File: config.mk
export PLATFORM = sky130hd
export DESIGN_NAME = restoring_divider
export DESIGN_NICKNAME = d
export VERILOG_FILES = /design/src/rtl/restoring_divider_pkg.sv /design/src/rtl/rippleborrowsubtractor.sv /design/src/rtl/restoring_divider.sv
export SDC_FILE = /design/constraint.sdc
export NUM_CORES = 1
export LEC_CHECK = 0
export CAP_MARGIN = 20
export CORE_MARGIN = 2
export CORE_UTILIZATION = 51
export DETAILED_ROUTE_END_ITERATION = 12
export GPL_ROUTABILITY_DRIVEN = 0
export PLACE_DENSITY = 0.8
export SLEW_MARGIN = 0
export SYNTH_ARGS = -nofsm -noshare
export SYNTH_HDL_FRONTEND = slang
export SYNTH_SLANG_ARGS = --single-unit
File: constraint.sdc
create_clock -name in_clk -period 17.5 [get_ports in_clk]
set_input_delay 3.5 -clock in_clk [delete_from_list [all_inputs] [get_ports in_clk]]
set_output_delay 3.5 -clock in_clk [all_outputs]
set_load 0.1 [all_outputs]
File: src/rtl/restoring_divider_pkg.sv
// Shared types and sizing helpers for the sequential restoring divider.
package div_pkg;

  typedef enum logic [1:0] {
    IDLE,
    RUN,
    DONE
  } t_div_state;

  localparam int DIV_BITS = 16;

  function automatic int ctr_width(input int bits);
    return $clog2(bits) + 1;
  endfunction

  localparam int DIV_CTR_W = ctr_width(DIV_BITS);

endpackage

File: src/rtl/rippleborrowsubtractor.sv
// Ripple-borrow subtractor: diff = a - b modulo 2**BITS, one full subtractor per bit.
module rippleborrowsubtractor #(
  parameter int BITS = 17
) (
  input  logic [BITS-1:0] a,
  input  logic [BITS-1:0] b,
  output logic [BITS-1:0] diff
);

  // borrow_in[i] is the borrow flowing into bit i; bit 0 never borrows.
  logic [BITS-1:0] borrow_in;

  assign borrow_in[0] = 1'b0;

  generate
    for (genvar gi = 0; gi < BITS; gi++) begin : g_bit
      assign diff[gi] = a[gi] ^ b[gi] ^ borrow_in[gi];
      if (gi < BITS - 1) begin : g_borrow
        assign borrow_in[gi+1] = (~a[gi] & b[gi]) | (~(a[gi] ^ b[gi]) & borrow_in[gi]);
      end
    end
  endgenerate

endmodule

File: src/rtl/restoring_divider.sv
// Sequential unsigned restoring divider: one trial subtraction and one quotient bit per clock.
module restoring_divider
  import div_pkg::*;
#(
  parameter int BITS = DIV_BITS
) (
  input  logic            in_clk,
  input  logic            in_rst,
  input  logic            in_start,
  input  logic [BITS-1:0] in_a,
  input  logic [BITS-1:0] in_b,
  output logic [BITS-1:0] out_quot,
  output logic [BITS-1:0] out_rem,
  output logic            out_busy,
  output logic            out_finished,
  output logic            out_divzero
);

  localparam int CW = ctr_width(BITS);
  localparam logic [CW-1:0] LAST = CW'(BITS - 1);

  t_div_state      state;
  logic [CW-1:0]   ctr;
  logic [BITS-1:0] a_reg;
  logic [BITS-1:0] b_reg;
  logic [BITS-1:0] rem_reg;
  logic [BITS-1:0] quot_reg;
  logic            divzero_reg;
  logic            busy_reg;
  logic            finished_reg;

  logic [BITS:0]   shifted;
  logic [BITS:0]   diff;
  logic            q_bit;

  // rem_reg < b_reg holds at rest, so BITS bits suffice; only the trial value needs BITS+1.
  assign shifted = {rem_reg, a_reg[BITS-1]};

  rippleborrowsubtractor #(.BITS(BITS + 1)) u_sub (
    .a    (shifted),
    .b    ({1'b0, b_reg}),
    .diff (diff)
  );

  assign q_bit = ~diff[BITS];

  always_ff @(posedge in_clk) begin
    if (!in_rst) begin
      state        <= IDLE;
      ctr          <= '0;
      a_reg        <= '0;
      b_reg        <= '0;
      rem_reg      <= '0;
      quot_reg     <= '0;
      divzero_reg  <= 1'b0;
      busy_reg     <= 1'b0;
      finished_reg <= 1'b0;
    end else begin
      case (state)
        IDLE: begin
          finished_reg <= 1'b0;
          if (in_start) begin
            a_reg       <= in_a;
            b_reg       <= in_b;
            rem_reg     <= '0;
            quot_reg    <= '0;
            ctr         <= '0;
            divzero_reg <= (in_b == '0);
            busy_reg    <= 1'b1;
            state       <= RUN;
          end
        end
        RUN: begin
          a_reg    <= a_reg << 1;
          rem_reg  <= q_bit ? diff[BITS-1:0] : shifted[BITS-1:0];
          quot_reg <= {quot_reg[BITS-2:0], q_bit};
          ctr      <= ctr + 1'b1;
          if (ctr == LAST) begin
            state        <= DONE;
            finished_reg <= 1'b1;
          end
        end
        DONE: begin
          busy_reg     <= 1'b0;
          finished_reg <= 1'b0;
          state        <= IDLE;
        end
        default: state <= IDLE;
      endcase
    end
  end

  assign out_quot     = quot_reg;
  assign out_rem      = rem_reg;
  assign out_busy     = busy_reg;
  assign out_finished = finished_reg;
  assign out_divzero  = divzero_reg;

endmodule

==> results.yml, run 1 <==
route:
  firstDrtPassIters: 4
  finalWirelength_um: 7020
  postRouteAntennaNets: 0
  wire_per_inst_um: 14.2
  drc: 0
  drtIter0Drc: 128
  viasPerCell: 5.46
  vias: 2710
synthesis:
  muxShareOfSynthArea: 0.0480
  ys_types: 37
  synth_top_family_by_area: "compound AO/OA/AOI/OAI gates"
  synthSimpleGateAreaFrac: 0.162
  synthTopCellsByArea: "dfxtp_1, fa_1, a21boi_0"
  syn_inst: 357
  synth_edf_count: 0
  ys_async_sr_fraction: 0
  synth-compound-area-share: 0.183
  synth_xor_area_frac: 0.00484
  yosys.area_share.adder: 0.100
  ys_seq_area_frac: 0.441
  synth_seq_cells: 74
  ys_dominant_reg_cell: "dfxtp_1"
  yosysTopAreaCell: "dfxtp_1"
  synth_top_area_share: 0.441
  synth_area_per_cell_sq_um: 9.42
  ys_warn_count: 0
  synth_nets: 410
  netlist_area_sq_um: 3360
cts:
  path_clk_slew_ns: 0.08
  cts_resized: 0
  hold_buffers: 0
  cts_made_buffers: 9
  clk_latency_ns: 0.34
  numClockSinks: 74
  cts_setup_buffers: 0
  root_buffer: "clkbuf_8"
  clk_path_buf_depth: 2
  cts_max_level: 3
  cts_tree: "built"
worst_setup_path:
  rr_worst_depth: 21
  endpoint_kind: "register"
  worstSetupPathType: "reg2reg"
  startpoint_type: "register"
  cp_data_arrival_time_ns: 7.60
  cp_max_fo: 5
  cp.required_ns: 17.74
hold_path:
  hold_depth: 2
  hp-class: "reg2reg"
sta:
  worst_pin_slew_ns: 0.987
  fmax_mhz: 136
  post-route-period-util: 0.420
  rsz0062_at_grt: "false"
  maxSlewViolCount: 0
  setup_tns_ns: 0
  finalHoldViolCount: 0
  final.min_clock_period_ns: 7.35
  slew_headroom: 0.340
  timing.hold.ws_ns: 0.476
  finalSetupViolations: 0
  fin_skew_ns: 0.00643
power_and_ir_drop:
  clkPwrFrac: 0.276
  p_comb_frac: 0.329
  intPower_uw: 312
  p_seq_frac: 0.395
  power_leakage_uw: 0.00155
  ir_worst_vdd_uv: 67.2
  switchingPower_uw: 165
  powerDensity_nw_per_um2: 112
  switching_share: 0.346
job:
  maxCapViolations: 0
floorplan:
  num_rows: 29
  die_h_um: 85.2
  pin_count: 70
  core_area_sq_um: 6350
  start_util: 0.529
  chipWidth_um: 85.2
  die_area_sq_um: 7260
placement:
  dp_cells: 479
  placed_cell_area_sq_um: 4050
  dp_hpwl_um: 4560
  port_buffers: 69
grt:
  grt_antenna_before_repair: 0
  grt_pass1_wl_um: 12000
  grt_pass1_vias: 2589
  grt_max_degree: 62
  track_usage: 0.207
  grt_overflow: 0
finish:
  syn_to_final_growth_pct: 26.8
  regArea_sq_um: 1480
  diodes: 0
  most-common-layout-cells: "dfxtp_1, clkdlybuf4s50_1, nand2_1, a21boi_0, nand3_1"
  nFillCells: 514
  layout_commonest_cell: "dfxtp_1"
  final_area_sq_um: 4260
  drive_above_1_share: 0.0621
  fin_nets: 467
  instances_no_fill: 496
  multi_input_area_sq_um: 1680
outcome:
  status: "finished, final reports clean"
[cell type report]
cell class                      instances  share of cell area
Multi-Input combinational cell        235               0.395
Sequential cell                        74               0.348
Timing Repair Buffer                   74               0.171
Clock buffer                           11              0.0332
Tap cell                               77              0.0226
Inverter                               20              0.0176
Clock inverter                          5              0.0126
[cells by family after synthesis]
| family | after synthesis |
|---|---|
| xor+xnor | 1 |
| flops | 74 |
| simple gates | 121 |
| compound gates | 79 |
| buf+inv | 48 |
| mux | 16 |
| fa+ha+maj | 18 |
[cells in the mapped netlist, types with 2 or more instances]
cell      count
a21boi_0     36
a21oi_1       3
a22o_1       16
and2_1        2
and3_1        4
buf_1         3
buf_2         4
buf_6         2
clkbuf_1     18
dfxtp_1      74
fa_1         15
ha_1          3
inv_1        20
mux2i_1      15
nand2_1      51
nand3_1      21
nor2_1       19
nor3_1       14
nor4_1        2
o21a_1        2
o21ai_0       4
o221ai_1     14
[power by group through the flow]
stage / combinational (uW) / clock, uW / sequential (uW)
after floorplan: 84.2 / 0 / 227
after global placement: 147 / 0 / 192
after detailed placement: 153 / 0 / 192
after CTS: 153 / 133 / 188
after global routing: 171 / 142 / 190
final: 157 / 132 / 188
[worst max-delay path, cell delays in order (launching register included)]
cell     delay [ns]
dfxtp_1        0.31
inv_1          0.05
ha_1           0.21
fa_1           0.39
fa_1           0.39
fa_1           0.39
fa_1           0.39
fa_1           0.39
fa_1           0.39
fa_1           0.40
fa_1           0.39
fa_1           0.39
fa_1           0.39
fa_1           0.39
fa_1           0.39
fa_1           0.39
fa_1           0.37
inv_1          0.07
fa_1           0.21
xor2_2         0.36
mux2_2         0.38
a22o_1         0.19
[layer usage]
| metal | global-route usage | routed length, um | part of all wire | vias to the layer above |
|---|---|---|---|---|
| met1 | 0.277 | 3230 | 0.46 | 1284 |
| li1 | - | - | - | 1341 |
| met5 | 0 | 0 | 0 | - |
| met3 | 0.0496 | 411 | 0.059 | 12 |
| met4 | 0.0924 | 152 | 0.022 | 0 |
| met2 | 0.318 | 3230 | 0.46 | 73 |
[final timing paths]
path                                  start                   endpoint  slack [ns]
setup / recovery     a_reg[15]$_SDFFE_PN0P_   out_rem[15]$_SDFFE_PN0P_       10.15
hold / removal    out_finished$_SDFFE_PN0P_  out_finished$_SDFFE_PN0P_        0.48
setup reg to reg     a_reg[15]$_SDFFE_PN0P_   out_rem[15]$_SDFFE_PN0P_       10.15
hold reg to reg   out_finished$_SDFFE_PN0P_  out_finished$_SDFFE_PN0P_        0.48
[metrics by stage]
stage	setup slack, ns	util	power [uW]
after floorplan	9.66	-	311
after global placement	9.71	0.638	339
after detailed placement	9.57	0.638	345
after CTS	9.56	0.669	475
after global routing	9.83	0.671	503
final	10.15	0.671	477
No activity file was read; power rests on OpenSTA's default activity.
==> run 2: changes to the inputs <==
--- a/config.mk
+++ b/config.mk
@@ -7,10 +7,10 @@
 export LEC_CHECK = 0
 export CAP_MARGIN = 20
 export CORE_MARGIN = 2
-export CORE_UTILIZATION = 51
+export CORE_UTILIZATION = 46
 export DETAILED_ROUTE_END_ITERATION = 12
 export GPL_ROUTABILITY_DRIVEN = 0
-export PLACE_DENSITY = 0.8
+export PLACE_DENSITY = 0.76
 export SLEW_MARGIN = 0
 export SYNTH_ARGS = -nofsm -noshare
 export SYNTH_HDL_FRONTEND = slang
==> constraint.sdc (replaced) <==
create_clock -name in_clk -period 5.9 [get_ports in_clk]
set_input_delay 1.18 -clock in_clk [delete_from_list [all_inputs] [get_ports in_clk]]
set_output_delay 1.18 -clock in_clk [all_outputs]
set_load 0.1 [all_outputs]
==> run 2 against run 1 <==
  * The flow now finishes with violations (setup timing)
  * Total power rose to 3.5 times the previous value
  * Via count up 1.8%
  * Sequential cell count unchanged
==> results.yml, run 2 (synthesis gave the netlist of run 1 again) <==
worst_setup_path:
  rr_worst_depth: 22
  worstSetupEndpoint: "out_rem[3]$_SDFFE_PN0P_"
  cp_max_fo: 8
  endpoint_kind: "register"
  crit_start: "a_reg[15]$_SDFFE_PN0P_"
  r2r_end: "out_rem[3]$_SDFFE_PN0P_"
  cp.required_ns: 6.19
  cp_data_arrival_time_ns: 6.93
  startpoint_type: "register"
  r2r_slack_ns: -0.73
  worstSetupPathType: "reg2reg"
  rr_startpoint: "a_reg[15]$_SDFFE_PN0P_"
cts:
  numClockSinks: 74
  cts_tree: "built"
  clk_latency_ns: 0.35
  cts_made_buffers: 9
  root_buffer: "clkbuf_8"
  cts_max_level: 3
  clk_path_buf_depth: 2
  path_clk_slew_ns: 0.08
grt:
  grt_antenna_before_repair: 0
  grt_pass1_vias: 2613
  track_usage: 0.195
  grt_pass1_wl_um: 11900
  grt_max_degree: 62
  grt_overflow: 0
power_and_ir_drop:
  power_leakage_uw: 0.00163
  ir_worst_vdd_uv: 182
  p_comb_frac: 0.336
  finalPower_uw: 1660
  switching_share: 0.321
  intPower_uw: 1130
  p_seq_frac: 0.338
  powerDensity_nw_per_um2: 365
  clkPwrFrac: 0.326
  switchingPower_uw: 532
finish:
  most-common-layout-cells: "dfxtp_1, clkdlybuf4s50_1, nand2_1, a21boi_0, nand3_1"
  drive_above_1_share: 0.132
  fin_util: 0.633
  instances_no_fill: 523
  final_area_sq_um: 4540
  layout_commonest_cell: "dfxtp_1"
  syn_to_final_growth_pct: 35.1
  fin_nets: 472
  diodes: 0
route:
  firstDrtPassIters: 4
  drc: 0
  finalWirelength_um: 7510
  postRouteAntennaNets: 0
  drtIter0Drc: 80
  wire_per_inst_um: 14.4
  viasPerCell: 5.28
  vias: 2759
floorplan:
  start_util: 0.469
  num_rows: 31
  core_area_sq_um: 7180
  chipWidth_um: 89.5
  pin_count: 70
  die_area_sq_um: 8010
  die_h_um: 89.5
job:
  maxCapViolations: 0
sta:
  fmax_mhz: 151
  rsz0062_at_grt: "true"
  post-route-period-util: 1.12
  fin_skew_ns: 0.00945
  maxSlewViolCount: 0
  finalSetupViolations: 17
  final.min_clock_period_ns: 6.63
  worst_pin_slew_ns: 0.987
  slew_headroom: 0.340
  finalHoldViolCount: 0
  timing.final.ws_setup_ns: -0.734
hold_path:
  hp-class: "reg2reg"
  hold_depth: 2
placement:
  dp_cells: 504
  dp_hpwl_um: 4630
  port_buffers: 69
  placed_cell_area_sq_um: 4180
outcome:
  status: "finished, violations left"
  violations: "setup timing"
==> run 2: how the worst min path moves through the flow <==
stage / startpoint / endpoint / slack, ns
2_1_floorplan: b_reg[15]$_SDFFE_PN0P_ / b_reg[15]$_SDFFE_PN0P_ / 0.44
3_3_place_gp: out_divzero$_SDFFE_PN0P_ / out_divzero$_SDFFE_PN0P_ / 0.46
3_5_place_dp: out_finished$_SDFFE_PN0P_ / out_finished$_SDFFE_PN0P_ / 0.47
4_1_cts: b_reg[15]$_SDFFE_PN0P_ / b_reg[15]$_SDFFE_PN0P_ / 0.48
5_1_grt: out_finished$_SDFFE_PN0P_ / out_finished$_SDFFE_PN0P_ / 0.51
6_report: b_reg[15]$_SDFFE_PN0P_ / b_reg[15]$_SDFFE_PN0P_ / 0.47
==> run 2: what timing repair did <==
item | in CTS | in global routing
resized for setup | 4 | 3
hold buffers | 0 | 0
endpoints found under the setup margin | 17 | 17
setup buffers | 1 | 0
pin swaps | 0 | 3
gates cloned | 0 | 1
==> run 2: metrics by stage <==
stage | worst slack [ns] | setup TNS, ns | hold WS, ns
after floorplan | -0.670 | -9.40 | 0.443
after global placement | -0.589 | -9.32 | 0.456
after detailed placement | -0.727 | -11.08 | 0.467
after CTS | -0.717 | -11.01 | 0.480
after global routing | -0.911 | -14.76 | 0.506
final | -0.734 | -11.41 | 0.473
==> run 2: layout make-up <==
cell class                      count  area, sq um
Clock buffer                       10          149
Clock inverter                      6          135
Fill cell                         570         2630
Inverter                           20         75.1
Multi-Input combinational cell    235         1770
Sequential cell                    74         1490
Tap cell                           99          124
Timing Repair Buffer               79          803
==> run 2: power by group through the flow <==
stage               sequential, uW  clock (uW)  combinational (uW)
CTS                            560         551                 511
finish                         560         541                 557
global route                   565         576                 600
detailed placement             571           0                 506
global placement               570           0                 486
floorplan                      675           0                 277
==> run 2: metal layers <==
layer  up-vias  global-route usage  share of wire
met2        75               0.314           0.47
met4         0              0.0814          0.017
met1      1315               0.249           0.46
li1       1357                   -              -
met3        12              0.0489          0.052
met5         -                   0              0
==> run 2: critical path, stage by stage, from the launching register on <==
cell	delay, ns
dfxtp_2	0.33
inv_2	0.04
ha_4	0.15
fa_2	0.38
fa_2	0.34
fa_2	0.35
fa_2	0.34
fa_2	0.35
fa_2	0.35
fa_2	0.35
fa_2	0.35
fa_2	0.35
fa_2	0.34
fa_2	0.34
fa_2	0.35
fa_2	0.36
fa_2	0.35
inv_2	0.06
fa_2	0.23
xor2_4	0.26
buf_12	0.19
mux2i_4	0.25
a22o_1	0.15
==> run 3: changes to the inputs <==
--- a/config.mk
+++ b/config.mk
@@ -7,10 +7,12 @@
 export LEC_CHECK = 0
 export CAP_MARGIN = 20
 export CORE_MARGIN = 2
-export CORE_UTILIZATION = 46
+export CORE_UTILIZATION = 48
+export CTS_BUF_LIST = sky130_fd_sc_hd__clkbuf_8
 export DETAILED_ROUTE_END_ITERATION = 12
 export GPL_ROUTABILITY_DRIVEN = 0
-export PLACE_DENSITY = 0.76
+export HOLD_SLACK_MARGIN = 0.03
+export PLACE_DENSITY = 0.79
 export SLEW_MARGIN = 0
 export SYNTH_ARGS = -nofsm -noshare
 export SYNTH_HDL_FRONTEND = slang
==> run 3 against run 2 <==
  * The run still ends with setup timing left
  * Combinational power is 8.4% lower
  * Non-clock buffer count did not move
  * Cell count down 0.76%
  * Clock skew decreased by 0.00071 ns
  * Utilization rose by 0.81 points
  * Largest power group unchanged
==> results.yml, run 3 (synthesis gave the netlist of run 1 again) <==
sta:
  finalHoldViolCount: 0
  fmax_mhz: 152
  slew_headroom: 0.342
  maxSlewViolCount: 0
  post-route-period-util: 1.11
  worst_pin_slew_ns: 0.984
  timing.final.ws_setup_ns: -0.662
  fin_skew_ns: 0.00874
  final.min_clock_period_ns: 6.56
  finalSetupViolations: 17
  rsz0062_at_grt: "true"
floorplan:
  num_rows: 30
  die_h_um: 87.7
  core_area_sq_um: 6790
  start_util: 0.495
  chipWidth_um: 87.7
  pin_count: 70
  die_area_sq_um: 7690
hold_path:
  hp-class: "reg2reg"
  worstHoldStart: "b_reg[15]$_SDFFE_PN0P_"
  hold_depth: 2
  hold_end: "b_reg[15]$_SDFFE_PN0P_"
finish:
  instances_no_fill: 519
  nFillCells: 570
  layout_commonest_cell: "dfxtp_1"
  most-common-layout-cells: "dfxtp_1, clkdlybuf4s50_1, nand2_1, a21boi_0, nand3_1"
  drive_above_1_share: 0.118
  fin_nets: 472
  fin_util: 0.641
  diodes: 0
  syn_to_final_growth_pct: 29.6
outcome:
  violations: "setup timing"
  status: "finished, violations left"
cts:
  root_buffer: "clkbuf_8"
  cts_max_level: 3
  clk_latency_ns: 0.35
  hold_buffers: 0
  clk_path_buf_depth: 2
  path_clk_slew_ns: 0.07
  cts_made_buffers: 9
  cts_tree: "built"
  numClockSinks: 74
grt:
  grt_pass1_vias: 2560
  grt_max_degree: 62
  grt_antenna_before_repair: 0
  grt_overflow: 0
  grt_pass1_wl_um: 11800
  track_usage: 0.197
worst_setup_path:
  r2r_end: "out_rem[13]$_SDFFE_PN0P_"
  worstSetupPathType: "reg2reg"
  r2r_slack_ns: -0.66
  rr_startpoint: "a_reg[15]$_SDFFE_PN0P_"
  cp_slowest_stage_delay_ns: 0.40
  cp_max_fo: 16
  rr_worst_depth: 22
  cp.required_ns: 6.19
  cp_common_cell: "fa_2"
  cp_cell_sequence: "inv_2 > ha_4 > fa_2 > fa_2 > fa_2 > fa_2 > fa_2 > fa_2 > fa_2 > fa_2 > fa_2 > fa_2 > fa_2 > fa_2 > fa_2 > fa_2 > inv_2 > fa_2 > xor2_4 > buf_12 > mux2i_1 > a22o_1"
  endpoint_kind: "register"
  cp_slowest_cell: "fa_2"
  startpoint_type: "register"
  cp_data_arrival_time_ns: 6.85
route:
  postRouteAntennaNets: 0
  drc: 0
  wire_per_inst_um: 13.6
  finalWirelength_um: 7070
  vias: 2758
  drtIter0Drc: 120
  firstDrtPassIters: 4
  viasPerCell: 5.31
placement:
  dp_hpwl_um: 4530
  pre_cts_slack_ns: -0.677
  port_buffers: 69
  dp_cells: 502
job:
  maxCapViolations: 0
power_and_ir_drop:
  power_leakage_uw: 0.00156
  powerDensity_nw_per_um2: 319
  ir_worst_vdd_uv: 175
## run 3: cell count changes in the layout (fill, tap and decap cells not counted), sizes merged
| cell | previous run | this run |
|---|---|---|
| buf | 10 | 11 |
| clkbuf | 11 | 9 |
| bufinv | 4 | 0 |
| clkinvlp | 2 | 0 |
| clkinv | 0 | 2 |
| inv | 20 | 24 |
## run 3: stage by stage
stage / setup TNS, ns / instance area (sq um) / hold slack [ns] / total power [uW]
2_1_floorplan: -9.40 / 3430 / 0.443 / 952
3_3_place_gp: -9.31 / 4180 / 0.456 / 1060
3_5_place_dp: -10.80 / 4180 / 0.467 / 1070
4_1_cts: -10.52 / 4360 / 0.482 / 1400
5_1_grt: -13.57 / 4360 / 0.501 / 1470
6_report: -10.71 / 4360 / 0.475 / 1390
## run 3: what timing repair did
action	in CTS	in global routing
setup buffers	2	0
pin swaps	0	0
setup endpoints to repair	17	17
gates resized for setup	3	0
## run 3: area by class of cell
class	count	area, sq um	share of cell area
Clock buffer	9	124	0.0284
Clock inverter	6	27.5	0.00632
Inverter	20	75.1	0.0172
Multi-Input combinational cell	235	1750	0.401
Sequential cell	74	1490	0.341
Tap cell	96	120	0.0276
Timing Repair Buffer	79	773	0.177
## run 3: layer usage
layer	track usage	share of wire	up-vias
met2	0.302	0.47	81
met1	0.255	0.46	1310
met5	0	0	-
met4	0.0657	0.011	0
li1	-	-	1360
met3	0.0763	0.068	7
## run 3: worst max path at each step
stage	start	end	slack (ns)	depth (start not counted)
finish	a_reg[15]$_SDFFE_PN0P_	out_rem[13]$_SDFFE_PN0P_	-0.66	22
global route	a_reg[15]$_SDFFE_PN0P_	out_rem[13]$_SDFFE_PN0P_	-0.84	22
CTS	a_reg[15]$_SDFFE_PN0P_	out_rem[13]$_SDFFE_PN0P_	-0.66	22
detailed placement	a_reg[15]$_SDFFE_PN0P_	out_rem[13]$_SDFFE_PN0P_	-0.68	22
global placement	a_reg[15]$_SDFFE_PN0P_	out_rem[15]$_SDFFE_PN0P_	-0.59	21
floorplan	out_rem[0]$_SDFFE_PN0P_	out_rem[15]$_SDFFE_PN0P_	-0.67	20
## run 3: report_power, final
| part | internal, uW | switching [uW] |
|---|---|---|
| combinational | 217 | 293 |
| sequential | 534 | 27.0 |
| clock | 144 | 176 |
| total | 895 | 496 |
## run 3: critical path, delay by kind of cell (launching register included)
family / cells / cell delay [ns]
fa+ha+maj: 16 / 5.31
flops: 1 / 0.32
xor+xnor: 1 / 0.20
buf+inv: 3 / 0.30
compound gates: 1 / 0.14
mux: 1 / 0.23
